File: config.mk
export PLATFORM = sky130hd
export DESIGN_NAME = fetch_stage_flat
export DESIGN_NICKNAME = d
export VERILOG_FILES = /design/src/rtl/riscv_pkg.sv /design/src/rtl/fetch_stage_if.sv /design/src/rtl/fetch_stage_fifo.sv /design/src/rtl/fetch_stage.sv /design/src/flat_wrapper.sv
export SDC_FILE = /design/constraint.sdc
export NUM_CORES = 1
export LEC_CHECK = 0
export BUFFER_PORTS_ARGS = -buffer_cell sky130_fd_sc_hd__buf_4
export CAP_MARGIN = 30
export CORE_MARGIN = 2
export CORE_UTILIZATION = 49
export DETAILED_ROUTE_END_ITERATION = 10
export PLACE_DENSITY = 0.69
export RECOVER_POWER = 100
export SETUP_SLACK_MARGIN = 0.1
export SLEW_MARGIN = 25
export SYNTH_ARGS = -nofsm -noshare
export SYNTH_HDL_FRONTEND = slang
export SYNTH_HIERARCHICAL = 1
export SYNTH_SLANG_ARGS = --single-unit
File: constraint.sdc
create_clock -name clk -period 4.7 [get_ports clk]
set_clock_uncertainty 0.1 [all_clocks]
set_input_delay 0.94 -clock clk [delete_from_list [all_inputs] [get_ports clk]]
set_output_delay 0.94 -clock clk [all_outputs]
set_load 0.05 [all_outputs]
File: src/rtl/riscv_pkg.sv
// riscv_pkg: shared fetch-path types and constants
// Provides XLEN, the canonical NOP, the fetch entry {pc, instr} and a word-align helper.
package riscv_pkg;
   localparam int XLEN = 32;
   localparam logic [XLEN-1:0] NOP_INSTR = 32'h0000_0013;
   typedef struct packed {
      logic [XLEN-1:0] pc;
      logic [XLEN-1:0] instr;
   } fetch_entry_t;
   function automatic logic [XLEN-1:0] word_align(input logic [XLEN-1:0] a);
      return {a[XLEN-1:2], 2'b00};
   endfunction
endpackage

File: src/rtl/fetch_stage_if.sv
// fetch_stage_if: instruction memory port between fetch stage and bus arbiter
// master (fetch): drives imem_req/imem_addr, receives imem_gnt/imem_rvalid/imem_rdata.
// slave (memory): the mirror image.
interface fetch_stage_if;
   import riscv_pkg::*;
   logic            imem_req;
   logic [XLEN-1:0] imem_addr;
   logic            imem_gnt;
   logic            imem_rvalid;
   logic [XLEN-1:0] imem_rdata;
   modport master(output imem_req, imem_addr, input imem_gnt, imem_rvalid, imem_rdata);
   modport slave(input imem_req, imem_addr, output imem_gnt, imem_rvalid, imem_rdata);
endinterface

File: src/rtl/fetch_stage_fifo.sv
// fetch_fifo: synchronous FIFO of fetch entries
// Ports: clk, reset, push/wdata (enqueue), pop (dequeue head), flush (clear, wins over push/pop),
// head (current head entry, combinational), count (0..DEPTH).
module fetch_fifo
   import riscv_pkg::*;
#(
   parameter int DEPTH = 4,
   localparam int AW = $clog2(DEPTH),
   localparam int CW = $clog2(DEPTH + 1)
) (
   input  logic          clk,
   input  logic          reset,
   input  logic          push,
   input  fetch_entry_t  wdata,
   input  logic          pop,
   input  logic          flush,
   output fetch_entry_t  head,
   output logic [CW-1:0] count
);
   fetch_entry_t  mem_q [DEPTH];
   logic [AW-1:0] rd_q, rd_d, wr_q, wr_d;
   logic [CW-1:0] cnt_q, cnt_d;
   always_comb begin
      rd_d  = flush ? '0 : pop ? rd_q + 1'b1 : rd_q;
      wr_d  = flush ? '0 : push ? wr_q + 1'b1 : wr_q;
      cnt_d = flush ? '0 : cnt_q + CW'(push) - CW'(pop);
   end
   always_ff @(posedge clk) begin
      if (reset) begin
         rd_q  <= '0;
         wr_q  <= '0;
         cnt_q <= '0;
      end else begin
         rd_q  <= rd_d;
         wr_q  <= wr_d;
         cnt_q <= cnt_d;
      end
   end
   // Storage needs no reset: entries are only visible once count covers them.
   always_ff @(posedge clk) begin
      if (push && !flush) mem_q[wr_q] <= wdata;
   end
   assign head  = mem_q[rd_q];
   assign count = cnt_q;
endmodule

File: src/rtl/fetch_stage.sv
// fetch_stage: instruction fetch with prefetch queue, credit-limited requests and redirect flush
// Ports: clk, reset (sync, active-high); redirect/redirect_pc from ALU; id_ready from decode;
// imem (master modport) to the shared memory port; if_valid/if_instr/if_pc/if_pc_plus_4 to decode.
module fetch_stage #(
   parameter int          DEPTH     = 4,
   parameter logic [31:0] RESET_PC  = 32'h0000_0000,
   parameter logic [31:0] NOP_INSTR = riscv_pkg::NOP_INSTR
) (
   input  logic                 clk,
   input  logic                 reset,
   input  logic                 redirect,
   input  logic [31:0]          redirect_pc,
   input  logic                 id_ready,
   fetch_stage_if.master        imem,
   output logic                 if_valid,
   output logic [31:0]          if_instr,
   output logic [31:0]          if_pc,
   output logic [31:0]          if_pc_plus_4
);
   import riscv_pkg::*;
   localparam int CW = $clog2(DEPTH + 1);
   logic [31:0]   fetch_pc_q, fetch_pc_d, resp_pc_q, resp_pc_d, target;
   logic [CW-1:0] out_q, out_d, drop_q, drop_d, count;
   logic          gnt, rsp, push, pop;
   fetch_entry_t  head;
   // In-flight plus buffered fetches never exceed DEPTH, so a returning word always has a slot.
   assign imem.imem_req  = !reset && !redirect && (({1'b0, out_q} + {1'b0, count}) < (CW + 1)'(DEPTH));
   assign imem.imem_addr = fetch_pc_q;
   assign target = word_align(redirect_pc);
   assign gnt    = imem.imem_req && imem.imem_gnt;
   // rvalid with nothing outstanding is a leftover from before reset.
   assign rsp    = imem.imem_rvalid && (out_q != '0);
   assign push   = rsp && (drop_q == '0) && !redirect;
   assign pop    = if_valid && id_ready && !redirect;
   always_comb begin
      out_d      = out_q + CW'(gnt) - CW'(rsp);
      // On redirect every response still owed (minus one landing now) belongs to the old path.
      drop_d     = redirect ? out_q - CW'(rsp) : (rsp && drop_q != '0) ? drop_q - 1'b1 : drop_q;
      fetch_pc_d = redirect ? target : gnt ? fetch_pc_q + 32'd4 : fetch_pc_q;
      resp_pc_d  = redirect ? target : push ? resp_pc_q + 32'd4 : resp_pc_q;
   end
   always_ff @(posedge clk) begin
      if (reset) begin
         fetch_pc_q <= RESET_PC;
         resp_pc_q  <= RESET_PC;
         out_q      <= '0;
         drop_q     <= '0;
      end else begin
         fetch_pc_q <= fetch_pc_d;
         resp_pc_q  <= resp_pc_d;
         out_q      <= out_d;
         drop_q     <= drop_d;
      end
   end
   fetch_fifo #(.DEPTH(DEPTH)) u_fifo (
      .clk   (clk),
      .reset (reset),
      .push  (push),
      .wdata ('{pc: resp_pc_q, instr: imem.imem_rdata}),
      .pop   (pop),
      .flush (redirect),
      .head  (head),
      .count (count)
   );
   // With an empty queue the PC shown is the next one expected back.
   assign if_valid     = count != '0;
   assign if_instr     = if_valid ? head.instr : NOP_INSTR;
   assign if_pc        = if_valid ? head.pc : resp_pc_q;
   assign if_pc_plus_4 = if_pc + 32'd4;
endmodule

File: src/flat_wrapper.sv
// flat-port wrapper written by rule: the top's interface ports become plain ports
module fetch_stage_flat import riscv_pkg::*;
#(
   parameter int          DEPTH     = 4,
   parameter logic [31:0] RESET_PC  = 32'h0000_0000,
   parameter logic [31:0] NOP_INSTR = riscv_pkg::NOP_INSTR
)
  (clk, reset, redirect, redirect_pc, id_ready, if_valid, if_instr, if_pc, if_pc_plus_4, imem_imem_req, imem_imem_addr, imem_imem_gnt, imem_imem_rvalid, imem_imem_rdata);
  fetch_stage_if imem_i ();
  input  logic clk;
  input  logic reset;
  input  logic redirect;
  input  logic [31:0] redirect_pc;
  input  logic id_ready;
  output logic if_valid;
  output logic [31:0] if_instr;
  output logic [31:0] if_pc;
  output logic [31:0] if_pc_plus_4;
  output wire logic [$bits(imem_i.imem_req)-1:0] imem_imem_req;
  output wire logic [$bits(imem_i.imem_addr)-1:0] imem_imem_addr;
  input wire logic [$bits(imem_i.imem_gnt)-1:0] imem_imem_gnt;
  input wire logic [$bits(imem_i.imem_rvalid)-1:0] imem_imem_rvalid;
  input wire logic [$bits(imem_i.imem_rdata)-1:0] imem_imem_rdata;
  assign imem_imem_req = imem_i.imem_req;
  assign imem_imem_addr = imem_i.imem_addr;
  assign imem_i.imem_gnt = imem_imem_gnt;
  assign imem_i.imem_rvalid = imem_imem_rvalid;
  assign imem_i.imem_rdata = imem_imem_rdata;
  fetch_stage #(.DEPTH(DEPTH), .RESET_PC(RESET_PC), .NOP_INSTR(NOP_INSTR)) u_core (.clk(clk), .reset(reset), .redirect(redirect), .redirect_pc(redirect_pc), .id_ready(id_ready), .imem(imem_i), .if_valid(if_valid), .if_instr(if_instr), .if_pc(if_pc), .if_pc_plus_4(if_pc_plus_4));
endmodule
==> impl_metrics.yaml, run 1 <==
power_and_ir_drop:
  intPower_mw: 5.17
  p_comb_share_pct: 15.7
  switchingPower_mw: 2.02
  clock_power_share_pct: 37.6
  power_frac_seq_pct: 46.7
  powerDensity_mw_per_mm2: 406
  max-vdd-ir-drop_uv: 208
  sw_frac_of_total_pct: 28.0
  leakage_nw: 6.07
route:
  drc: 0
  drt-initial-drc-count: 790
  ant_nets: 0
  routedWlPerCell_um: 19.5
  vias: 9916
  drt_wl_total_um: 34200
  viasPerCell: 5.67
  drtPass1Iterations: 6
die:
  core_region_area_mm2: 0.0305
  dieArea_mm2: 0.0323
  row_count: 64
  die_y_um: 180
  die_w_um: 180
  pin_count: 200
  start_util_pct: 49.6
clocking:
  numCtsBuffers: 36
  cts-root-buf: "clkbuf_16"
  cts_tree: "yes"
  path_clk_slew_ns: 0.06
  cts_max_level: 2
  clock_latency_ns: 0.51
  cts_sinks: 331
  cts_buffer_depth: 3
global_routing:
  grt_pass1_vias: 9743
  overflow: 0
  grt_pass1_wl_um: 53900
  antenna_found_initial: 0
  track_usage_pct: 20.9
  grt_max_degree: 65
critical_path:
  path_common_cell: "buf_4"
  cp-end-kind: "output pin"
  crit_buf_inv: 3
  crit_type: "reg2out"
  cp_cell_sequence: "buf_12 -> buf_4 -> mux4_2 -> nand2_1 -> nor3_1 -> a32oi_4 -> nor4b_2 -> xor2_2 -> buf_4"
  critPathLaunchType: "flop"
  slowest_stage: "dfxtp_1"
  crit_family: "simple AND/OR/NAND/NOR gates"
  critPathMaxFanout: 15
  required_ns: 3.66
  cp_slowest_stage_delay_ns: 0.57
  arrival_ns: 3.41
synth:
  muxShareOfSynthArea_pct: 10.8
  synth_top_family_by_area: "simple AND/OR/NAND/NOR gates"
  synthFlopType: "edfxtp_1"
  synth-simple-area-share_pct: 13.7
  avgSynthCellArea_um2: 13.5
  yosysSeqAreaShare_pct: 60.7
  synthCells: 1118
  async_reset_ff_share_pct: 0
  synth_compound_area_share_pct: 6.23
  ys_top_cells_by_area: "edfxtp_1 (51%), dfxtp_1 (9.9%), mux4_2 (8.9%)"
  synth_area_mm2: 0.0151
  ys_ff_latch: 331
  synth_edf_count: 256
  netlist-cell-type-count: 74
  yosys.area.top_type: "edfxtp_1"
  synth_xor_xnor_area_share_pct: 3.63
  ys_warn_count: 6
  synth-adder-area-share_pct: 1.67
  synth_top_area_share_pct: 50.8
run_status:
  status: "complete, but fails checks"
  violations: "capacitance limit, slew limit"
sta:
  fmax_mhz: 225
  fin_crit_ns: 4.45
  maxSlewHeadroom_pct: -32.5
  slew_viol_final: 297
  tightest_slew_ns: 1.99
  hold_violations: 0
  finalSetupViolCount: 0
  period_share_pct: 94.6
placed_design:
  place.gp.congestion: 0.875
  place_area_mm2: 0.0170
  port_buffers: 195
  dp_hpwl_um: 22100
cells_and_area:
  utilization_pct: 58.1
  diodes: 0
  nFillCells: 2521
  syn2layout_area_growth_pct: 17.0
  num-nets-final: 1417
  drive_above_1_share_pct: 19.4
  final_area_mm2: 0.0177
job:
  drv_cap: 5
min_path:
  hp-class: "reg2reg"
-- what timing repair did --
action / 4_1_cts / 5_1_grt
setup endpoints to repair: 0 / 13
gates resized for setup: 0 / 3
buffers inserted: 0 / 8
hold buffers: 0 / 0
endpoints found under the hold margin: 0 / 0
-- worst paths after layout --
check,from,endpoint,slack [ns],cells after the start
worst min register to register,u_core/u_fifo/rd_q[0],flop,0.43,2
worst min-delay path,u_core/u_fifo/rd_q[0],flop,0.43,2
worst max register to register,u_core/drop_q[0],u_core/u_fifo/mem_q[2][20],0.92,7
worst max-delay path,flop,if_pc_plus_4[28],0.25,9
-- worst min-delay path: cells and delay by family (launching register included) --
kind / cells / cell delay (ns)
flops: 1 / 0.33
simple gates: 1 / 0.09
compound gates: 1 / 0.07
-- cells by family (layout without fill, tap and decap cells) --
family | after synthesis | after routing
other | 1 | 10
AND/OR/NAND/NOR | 393 | 393
AO/OA/AOI/OAI | 138 | 138
flip-flops | 331 | 331
multiplexers | 81 | 81
adder cells (fa/ha/maj) | 19 | 19
XOR/XNOR | 61 | 61
buffers and inverters | 94 | 320
-- layout by cell type, fill, tap and decap left out, types with 36 or more instances in the layout --
master     Yosys  routed
dfxtp_1       75      74
mux4_2        60      60
edfxtp_1     256     256
buf_4          4      77
clkbuf_2       1      42
nor2_1        67      67
clkbuf_1      30     114
nand2_1      115     115
clkbuf_16      0      36
and2_1        44      38
-- synth_stat cells (3+ instances only) --
cell type	number
nor3_1	26
nand2_1	115
xor2_1	31
nor4_1	9
a21boi_0	16
buf_4	4
and3_1	18
edfxtp_1	256
mux2_2	5
o21a_1	8
buf_1	5
buf_2	15
a32oi_1	4
nor3b_1	4
o211ai_1	3
nand4_1	33
nand2b_1	7
a21oi_1	20
and4_1	8
mux4_1	4
nand3b_1	6
inv_1	29
nor4_2	3
nor2_1	67
dfxtp_1	75
xnor2_1	29
mux4_2	60
a41oi_1	4
a211oi_1	14
clkbuf_1	30
a31oi_1	21
buf_12	6
ha_1	17
o21ai_0	29
nand3_1	25
or3_1	9
and2_1	44
mux2i_1	12
-- layout make-up --
cell class / instances / area (um^2) / area share (%)
flip-flops and latches: 331 / 9190 / 51.9
well taps: 396 / 495 / 2.80
clock buffers: 49 / 983 / 5.55
repair buffers: 225 / 1200 / 6.79
clock inverters: 14 / 160 / 0.904
multi-input cells: 702 / 5560 / 31.4
inverters: 32 / 123 / 0.692
-- flip-flops by register name, indices dropped and copies added, names as in the netlist, named ones only --
signal / flops
u_core/resp_pc_q: 30
u_core/u_fifo/mem_q: 256
u_core/drop_q: 3
u_core/u_fifo/wr_q: 2
u_core/imem.imem_addr: 30
u_core/out_q: 3
u_core/u_fifo/count: 3
u_core/u_fifo/rd_q: 2
-- layer usage --
| metal | share of wire, % | wire [um] | global-route usage (%) | vias up |
|---|---|---|---|---|
| li1 | - | - | - | 4648 |
| met1 | 44 | 14900 | 29.1 | 4839 |
| met2 | 48 | 16400 | 34.2 | 368 |
| met3 | 6.0 | 2060 | 3.02 | 61 |
| met4 | 2.4 | 808 | 6.24 | 0 |
| met5 | 0 | 0 | 0 | - |
-- power groups by stage --
| stage | Sequential, mW | Clock [mW] | Combinational [mW] |
|---|---|---|---|
| 2_1_floorplan | 3.44 | 0 | 0.787 |
| 3_3_place_gp | 3.41 | 0 | 1.20 |
| 3_5_place_dp | 3.41 | 0 | 1.22 |
| 4_1_cts | 3.35 | 2.77 | 1.22 |
| 5_1_grt | 3.37 | 2.89 | 1.21 |
| 6_report | 3.35 | 2.70 | 1.13 |
-- per-stage QoR --
| step | cells | power (mW) | worst slack (ns) | hold WS [ns] | TNS (ns) |
|---|---|---|---|---|---|
| 6_report | 1749 | 7.19 | 0.252 | 0.434 | 0 |
| 5_1_grt | 1749 | 7.47 | -0.0167 | 0.465 | -0.0167 |
| 4_1_cts | 1741 | 7.34 | 0.110 | 0.433 | 0 |
| 3_5_place_dp | 1678 | 4.63 | 0.661 | 0.426 | 0 |
| 3_3_place_gp | 1678 | 4.61 | 0.652 | 0.411 | 0 |
| 2_1_floorplan | 1127 | 4.23 | 0.199 | 0.355 | 0 |
(Power assumes the default switching activity.)
==> inputs of run 2 (changes only) <==
Settings changed: REMOVE_ABC_BUFFERS set to 1.
==> run 2 against run 1 <==
Effect of this change:
- the run still ends with capacitance limit, slew limit left
- combinational power about the same
- via count is 1.3% higher
- clock power fell by 3%
- highest routed layer unchanged
==> impl_metrics.yaml, run 2 (synthesis results as in run 1) <==
placed_design:
  dp_hpwl_um: 22900
  port_buffers: 195
  place_inst: 1682
  place.gp.congestion: 0.877
sta:
  rsz0062_at_grt: "no"
  maxSlewHeadroom_pct: -73.0
  fmax_mhz: 226
  finalSetupViolCount: 0
  fin_setup_tns_ns: 0
  hold_violations: 0
  fin_crit_ns: 4.43
  slew_viol_final: 208
  period_share_pct: 94.2
  whs_ns: 0.435
  tightest_slew_ns: 2.59
min_path:
  whs_endpoint: "u_core/imem.imem_addr[14]"
  hp-class: "reg2reg"
  hp-start: "u_core/imem.imem_addr[14]"
  hold_depth: 2
critical_path:
  r2r.worst_path.cells: 7
  crit_type: "reg2out"
  arrival_ns: 3.39
  critPathMaxFanout: 45
  r2r-start: "u_core/drop_q[0]"
  cp-end-kind: "output pin"
  critPathLaunchType: "flop"
  r2r_slack_ns: 0.33
  required_ns: 3.66
  r2r-end: "u_core/u_fifo/mem_q[0][25]"
global_routing:
  antenna_found_initial: 0
  grt_pass1_vias: 9766
  overflow: 0
  track_usage_pct: 21.2
  grt_max_degree: 63
  grt_pass1_wl_um: 54500
route:
  drt-initial-drc-count: 707
  viasPerCell: 5.76
  ant_nets: 0
  drt_wl_total_um: 34900
  vias: 10000
  routedWlPerCell_um: 20.0
  drtPass1Iterations: 7
  drc: 0
power_and_ir_drop:
  leakage_nw: 5.90
  powerDensity_mw_per_mm2: 405
  power_mw: 7.09
  max-vdd-ir-drop_uv: 258
clocking:
  cts_sinks: 331
  cts-root-buf: "clkbuf_16"
  ctsHoldBuffers: 0
  cts_max_level: 2
  clock_latency_ns: 0.50
  cts_tree: "yes"
  cts_buffer_depth: 3
  numCtsBuffers: 36
  postCtsSetupBuffers: 0
  path_clk_slew_ns: 0.06
run_status:
  status: "complete, but fails checks"
  violations: "capacitance limit, slew limit"
job:
  drv_cap: 5
die:
  row_count: 64
  dieArea_mm2: 0.0323
  die_y_um: 180
  die_w_um: 180
  core_region_area_mm2: 0.0305
  pin_count: 200
  start_util_pct: 49.6
cells_and_area:
  drive_above_1_share_pct: 15.6
  mostFrequentLayoutCells: "edfxtp_1 (256), clkbuf_1 (150), nand2_1 (115), dfxtp_1 (73), nor2_1 (67)"
  num-nets-final: 1413
  largest_reg_flops: 256
  layout.cells.most_common: "edfxtp_1"
  final_cells: 1745
  diodes: 0
  syn2layout_area_growth_pct: 15.7
  largest_register: "u_core/u_fifo/mem_q"
run 2: where the power goes:
part           switching, mW  internal [mW]
clock                   1.07           1.56
combinational          0.802          0.304
sequential            0.0999           3.25
total                   1.97           5.12
run 2: routing by layer:
metal / track usage (%) / wire length, um
met4: 6.28 / 920
met3: 4.21 / 2540
met1: 29.7 / 15100
met2: 33.9 / 16300
met5: 0 / 0
run 2: how the worst max path moves through the flow:
stage / startpoint / slack, ns / end
final: flop / 0.27 / if_pc_plus_4[27]
after global routing: flop / 0.08 / if_pc_plus_4[28]
after CTS: flop / 0.12 / if_pc_plus_4[18]
after detailed placement: flop / 0.66 / if_pc_plus_4[18]
after global placement: flop / 0.67 / if_pc_plus_4[18]
after floorplan: flop / -1.97 / if_pc_plus_4[22]
run 2: layout make-up:
class | count | area [um^2]
inverters | 32 | 123
flip-flops and latches | 331 | 9200
clock buffers | 50 | 1020
repair buffers | 221 | 1110
multi-input cells | 702 | 5480
fillers | 2536 | 13000
clock inverters | 13 | 87.6
well taps | 396 | 495
run 2: critical path, stage by stage (launching register included):
cell      delay, ns
dfxtp_4        0.38
buf_12         0.33
mux4_2         0.60
o31a_1         0.14
nor3b_2        0.18
o221ai_2       0.56
nor3_1         0.13
xor2_1         0.21
clkbuf_2       0.31
run 2: per-stage QoR:
step           utilization [%]  setup slack (ns)  cell area (um^2)
3_5_place_dp              55.7             0.656             17000
3_3_place_gp              55.7             0.671             17000
4_1_cts                   59.4             0.115             18100
5_1_grt                   57.4            0.0791             17500
2_1_floorplan                -             -1.97             14800
6_report                  57.4             0.272             17500
run 2: timing repair:
action | CTS | global route
setup endpoints to repair | 0 | 13
resized for setup | 0 | 5
hold endpoints to repair | 0 | 0
